`config.mk`:
```
export PLATFORM = sky130hd
export DESIGN_NAME = pipereg_skid
export DESIGN_NICKNAME = d
export VERILOG_FILES = /design/src/rtl/pipereg_skid.sv
export SDC_FILE = /design/constraint.sdc
export NUM_CORES = 1
export LEC_CHECK = 0
export CORE_MARGIN = 2
export CORE_UTILIZATION = 48
export DETAILED_ROUTE_END_ITERATION = 6
export PLACE_DENSITY = 0.76
export SLEW_MARGIN = 20
export SYNTH_ARGS = -nofsm -noshare
export SYNTH_HDL_FRONTEND = slang
export SYNTH_SLANG_ARGS = --single-unit
```
`constraint.sdc`:
```
create_clock -name CLK -period 4.8 [get_ports CLK]
set_input_delay 0.96 -clock CLK [delete_from_list [all_inputs] [get_ports CLK]]
set_output_delay 0.96 -clock CLK [all_outputs]
set_load 0.05 [all_outputs]
```
`src/rtl/pipereg_skid.sv`:
```
// Two-entry skid pipeline register with flush, NOP insertion
// and a saturating downstream bubble counter.
module pipereg_skid #(
  parameter int unsigned   DW       = 32,
  parameter int unsigned   CNT_W    = 16,
  parameter logic [DW-1:0] NOP_DATA = '0
) (
  input  logic             CLK,
  input  logic             nRST,
  input  logic             flush,
  input  logic             in_valid,
  input  logic [DW-1:0]    in_data,
  output logic             in_ready,
  output logic             out_valid,
  output logic [DW-1:0]    out_data,
  input  logic             out_ready,
  output logic [1:0]       occupancy,
  input  logic             clr_cnt,
  output logic [CNT_W-1:0] bubble_cnt
);

  typedef enum logic [1:0] {
    EMPTY = 2'd0,
    ONE   = 2'd1,
    FULL  = 2'd2
  } state_t;

  localparam logic [CNT_W-1:0] CNT_MAX = '1;

  state_t           state_q;
  state_t           state_n;
  logic [DW-1:0]    m_q;
  logic [DW-1:0]    m_n;
  logic [DW-1:0]    s_q;
  logic [DW-1:0]    s_n;
  logic [CNT_W-1:0] cnt_q;
  logic             accept;
  logic             pop;
  logic             bubble;

  // Handshake outputs come from the state register only
  assign in_ready  = (state_q != FULL);
  assign out_valid = (state_q != EMPTY);
  assign out_data  = out_valid ? m_q : NOP_DATA;
  assign occupancy = state_q;

  assign accept = in_valid & in_ready;
  assign pop    = out_valid & out_ready;
  assign bubble = out_ready & ~out_valid & ~flush;

  always_ff @(posedge CLK or negedge nRST) begin
    if (!nRST) begin
      state_q <= EMPTY;
      m_q     <= NOP_DATA;
      s_q     <= NOP_DATA;
    end else begin
      state_q <= state_n;
      m_q     <= m_n;
      s_q     <= s_n;
    end
  end

  always_comb begin
    state_n = state_q;
    m_n     = m_q;
    s_n     = s_q;
    if (flush) begin
      state_n = EMPTY;
      m_n     = NOP_DATA;
      s_n     = NOP_DATA;
    end else begin
      unique case (state_q)
        EMPTY: begin
          if (accept) begin
            state_n = ONE;
            m_n     = in_data;
          end
        end
        ONE: begin
          unique case ({accept, pop})
            2'b11: m_n = in_data;
            2'b10: begin
              state_n = FULL;
              s_n     = in_data;
            end
            2'b01: begin
              state_n = EMPTY;
              m_n     = NOP_DATA;
            end
            default: ;
          endcase
        end
        FULL: begin
          if (pop) begin
            state_n = ONE;
            m_n     = s_q;
            s_n     = NOP_DATA;
          end
        end
        default: begin
          state_n = EMPTY;
          m_n     = NOP_DATA;
          s_n     = NOP_DATA;
        end
      endcase
    end
  end

  always_ff @(posedge CLK or negedge nRST) begin
    if (!nRST) begin
      cnt_q <= '0;
    end else if (clr_cnt) begin
      cnt_q <= '0;
    end else if (bubble && cnt_q != CNT_MAX) begin
      cnt_q <= cnt_q + 1'b1;
    end
  end

  assign bubble_cnt = cnt_q;

endmodule

```
* Word level (Yosys, flattened, before mapping)
Index checks and enable logic that the tools add are counted.
Word-level totals: bits in registers 82, bits of input ports 38, output and inout bits 52, logic and storage cells 48
Operators by class: add/subtract/negate cells 1, equal/unequal tests 13, muxes and demuxes 17, bitwise logic cells 6, reduce and logical (&&, ||, !) cells 7
Operators with widths (count):
- 32-bit two-way mux | 7
- 32-bit case mux with 3 select lines | 2
- 32-bit case mux with 2 select lines | 1
- 16-bit two-way mux | 2
- 16-bit by 1-bit adder with 16-bit output, second input constant | 1
- 16-bit != test, second input constant | 1
- 3-bit != test, second input constant | 3
- 3-bit AND reduction | 3
- 2-bit equality test, second input constant | 3
- 2-bit two-way mux | 3
- 2-bit case mux with 3 select lines | 1
- 1-bit bitwise AND | 4
- 2-bit by 1-bit equality test with 1-bit output, second input constant | 2
- 2-bit != test, second input constant | 2
- 4-bit by 2-bit != test with 1-bit output, second input constant | 1
- 4-bit by 3-bit != test with 1-bit output, second input constant | 1
- 2-bit case mux with 2 select lines | 1
- 2-bit nonzero test | 2
- 2-bit zero test | 1
- 1-bit inverter | 2
- 1-bit logical AND | 1

* Longest topological paths before layout
depth in word-level cells 7, gate-level depth with buffers 7

* Least setup slack after synthesis
No wires, ideal clock.
kind register -> output, from register state_q[1], in the netlist occupancy[1], to output out_data[22], arrival 2136 ps, data required time 3840 ps, slack 1704 ps, stages on the path, launching flop included 6, path buffers 2, cell sequence dfrtp_1 -> buf_2 -> nor2_1 -> inv_1 -> clkbuf_1 -> and2_1
On the way: cells in the longest elaborated chain, start to end 2
Ends and longest elaborated chain:
- from (decl) | line 30 | state_t state_q;
- from (signal assigned) | line 57 | state_q <= state_n;
- 2-bit nonzero test | line 43 | assign out_valid = (state_q != EMPTY);
- via out_valid | line 14 | output logic out_valid,
- 32-bit two-way mux | line 44 | assign out_data = out_valid ? m_q : NOP_DATA;
- to (decl) | line 15 | output logic [DW-1:0] out_data,
The timed path passes the listed nets, and every way through them passes these cells.

* Worst setup path after layout
from register state_q[0], in the netlist occupancy[0], to output out_data[21]
On the way: cells in the longest elaborated chain, start to end 2
Ends and longest elaborated chain (line):
- 2-bit nonzero test | 43
- 32-bit two-way mux | 44
Every way passes these cells.

==> summary.txt <==
Outcome
  – Run status: complete, no violations

Floorplanning
  – Core ar.: between 8000 and 9000 sq um
  – Row cnt: 33
  – Die X: 96.57 microns
  – # IOs: 90
  – Die H: ~97 microns
  – DIE AREA: between 9000 and 10000 sq um
  – Initial Util: 0.4980

Critical path
  – CP required: around 3800 ps
  – Max FO, Critical Path: 33
  – CP Capture Type: primary output
  – CP Launch Type: flip-flop
  – CP arrival: ~2800 ps
  – CP Class: flip-flop to primary output

Route
  – Drt pass-1 iters: 4
  – DR WL/cell: between 15 and 20 microns
  – Post-DRT Antenna Nets: 0
  – DRT iter0 DRCs: ~210
  – Routed via count: between 3000 and 4000
  – # DRC: 0
  – Vias per cell: between 5 and 6
  – Post-Route WL: between 9000 and 10000 microns

Layout
  – Multi-input logic area: between 1500 and 2000 sq um
  – Layout cells sized above 1: 0.06925
  – Area grow syn2layout: 27.75%
  – Finished Core Util: 0.6362
  – N_diodes: 0
  – Commonest non-fill, non-tap cells in the layout: clkdlybuf4s50_1 (88), dfrtp_1 (82), inv_1 (40)
  – Layout net count: 525
  – Sequential Area: roughly 2100 sq um
  – Filler Cells Inserted: between 700 and 800
  – Most common cell after layout, fill and taps aside: clkdlybuf4s50_1

Synth
  – Post-synthesis xor/xnor area fraction: 0
  – Largest family of logic cells by synthesized area: compound AO/OA/AOI/OAI gates
  – Netlist Area Pre-Place: 4113 sq um
  – Post-synth EDFFs: 0
  – Primary FF master, synth: dfrtp_1
  – Synthesized net count: 452
  – Sequential share of the synthesized area: 0.4989
  – Unique masters post-synth: 41
  – Multiplexer share of the synthesized area: 0.08336
  – Synthesized area per cell: around 10 sq um
  – Synth warn: 0
  – Ys async rst share: 1.000
  – Compound-gate portion of the synthesized area: 0.1847
  – Mapped Cells: about 410
  – Post-synthesis simple-gate area fraction: 0.1618
  – Adder-cell area share of the yosys netlist: 0.003042
  – FF+latch count, synth: between 80 and 90

Clocking
  – Setup bufs post-CTS: 0
  – Clock Tree Buf Depth: 2
  – H-Tree Depth: 3
  – Root Driver: clkbuf_8
  – Clock sink count: 82
  – Total CTS buffers: 9
  – Hold buffer count at CTS: 0
  – Post_cts resized: 0
  – Worst-path clk slew: roughly 80 ps
  – CTS tree: built
  – Worst-Skew Late Latency: 350 ps

Global route
  – Grt ovf: 0
  – First-pass GRT wire length: 16570 microns
  – GRT Util Overall: 0.2298
  – Vias in the first global route: ~3500
  – Largest net degree at the start of global routing: between 40 and 50
  – Initial antenna violation count: 0

Pwr
  – Peak supply drop: ~0.14 mV
  – Clock share of power: 0.302
  – PD cells: around 270 nW/um^2
  – Sequential power share: 0.525
  – Leakage: between 2 and 2.5 nW
  – Internal power: roughly 1.0 mW
  – Logic pwr share: 0.174
  – P_sw: 0.4210 mW
  – Sw frac: 0.2949

STA
  – Hold Violations, Final: 0
  – Final worst slack: 1093 ps
  – Fin Setup TNS: 0 ps
  – Clock Skews: between 7 and 8 ps
  – Highest clock rate: 269.8 MHz
  – Max-slew violation count: 0
  – Final setup fails: 0
  – Slew @ Worst Pin: 1004 ps
  – Tcrit/Tclk final: 0.7722
  – Fin crit period: about 3700 ps
  – Normalized max-slew margin: 0.3308
  – RSZ-0062 raised after global routing: no

Placed design
  – Routability-driven placement congestion ratio: ~0.86
  – Port Buffer Count: 89
  – Post-place setup slack: 1386 ps
  – Final HPWL DP: roughly 6500 microns

Run
  – Max-cap violation count: 0

Hold path
  – Hold crit path type: flip-flop to flip-flop
final timing paths:
path | startpoint | end | slack (ps) | cells after the start
worst min-delay path | m_q[27]$_DFFE_PN0P_ | m_q[27]$_DFFE_PN0P_ | 480 | 1
min in group asynchronous | nRST | bubble_cnt[8]$_DFFE_PN0P_ | 560 | 1
worst min register to register | m_q[27]$_DFFE_PN0P_ | m_q[27]$_DFFE_PN0P_ | 480 | 1
worst max-delay path | occupancy[0]$_DFFE_PN0P_ | out_data[21] | 1090 | 4
max in group asynchronous | nRST | s_q[3]$_DFFE_PN0P_ | 3280 | 2
worst max register to register | occupancy[0]$_DFFE_PN0P_ | bubble_cnt[12]$_DFFE_PN0P_ | 2360 | 4
kinds of logic after synthesis:
group,count (synthesis)
flops,82
fa+ha+maj,1
simple gates,122
compound gates,103
buf+inv,71
mux,34
sequential cells by signal (all words and copies together), names as in the netlist:
register / count
bubble_cnt: 16
m_q: 32
occupancy: 2
s_q: 32
critical path: stages, from the launching register on:
cell and delay [ps]:
dfrtp_1 590, nor2_1 140, inv_1 610, and2_1 230, clkdlybuf4s50_1 800
metal layers:
layer,vias to the layer above,track usage,wire [microns],part of all wire
met5,-,0,0,0
met4,0,0.08568,131,0.013
met3,8,0.03801,443,0.045
met2,88,0.3941,4929,0.50
met1,1671,0.2929,4292,0.44
li1,1597,-,-,-
stage by stage:
| stage | std cells | power [mW] | instance area [sq um] | hold WS [ps] |
|---|---|---|---|---|
| 2_1_floorplan | 413 | 0.9058 | 4113 | 448.1 |
| 3_3_place_gp | 580 | 1.008 | 5082 | 463.8 |
| 3_5_place_dp | 580 | 1.013 | 5082 | 465.7 |
| 4_1_cts | 596 | 1.437 | 5244 | 490.1 |
| 5_1_grt | 596 | 1.495 | 5254 | 499.6 |
| 6_report | 596 | 1.427 | 5254 | 484.8 |
power groups by stage:
stage	logic, mW	clock network (mW)	registers [mW]
floorplan	0.147	0	0.759
global placement	0.247	0	0.761
detailed placement	0.251	0	0.762
CTS	0.252	0.437	0.749
global route	0.271	0.470	0.754
finish	0.248	0.430	0.749
cell type report:
type / count / area share
Tap cell: 105 / 0.02501
Clock buffer: 10 / 0.02429
Sequential cell: 82 / 0.3906
Clock inverter: 6 / 0.006430
Timing Repair Buffer: 93 / 0.1748
Inverter: 40 / 0.02858
Multi-Input combinational cell: 260 / 0.3503
synthesized netlist by cell type, types with 2 or more instances:
library cell | count | area [sq um]
a21oi_1 | 14 | 70.07
a22oi_1 | 32 | 240.2
a31oi_1 | 2 | 12.51
and2_1 | 32 | 200.2
buf_1 | 3 | 11.26
buf_2 | 2 | 10.01
clkbuf_1 | 24 | 90.09
dfrtp_1 | 82 | 2052
inv_1 | 40 | 150.1
mux2_2 | 2 | 22.52
mux2i_1 | 32 | 320.3
nand2_1 | 37 | 138.9
nand3_1 | 6 | 30.03
nand4_1 | 5 | 31.28
nor2_1 | 9 | 33.78
nor2b_1 | 7 | 43.79
nor3_1 | 2 | 10.01
nor3b_1 | 2 | 15.01
nor4_1 | 5 | 31.28
o21ai_0 | 10 | 50.05
o21bai_1 | 2 | 15.01
o2bb2ai_1 | 32 | 280.3
o31ai_1 | 3 | 22.52
or3_1 | 7 | 43.79
or4_1 | 5 | 37.54
No activity file was read; power rests on OpenSTA's default activity.
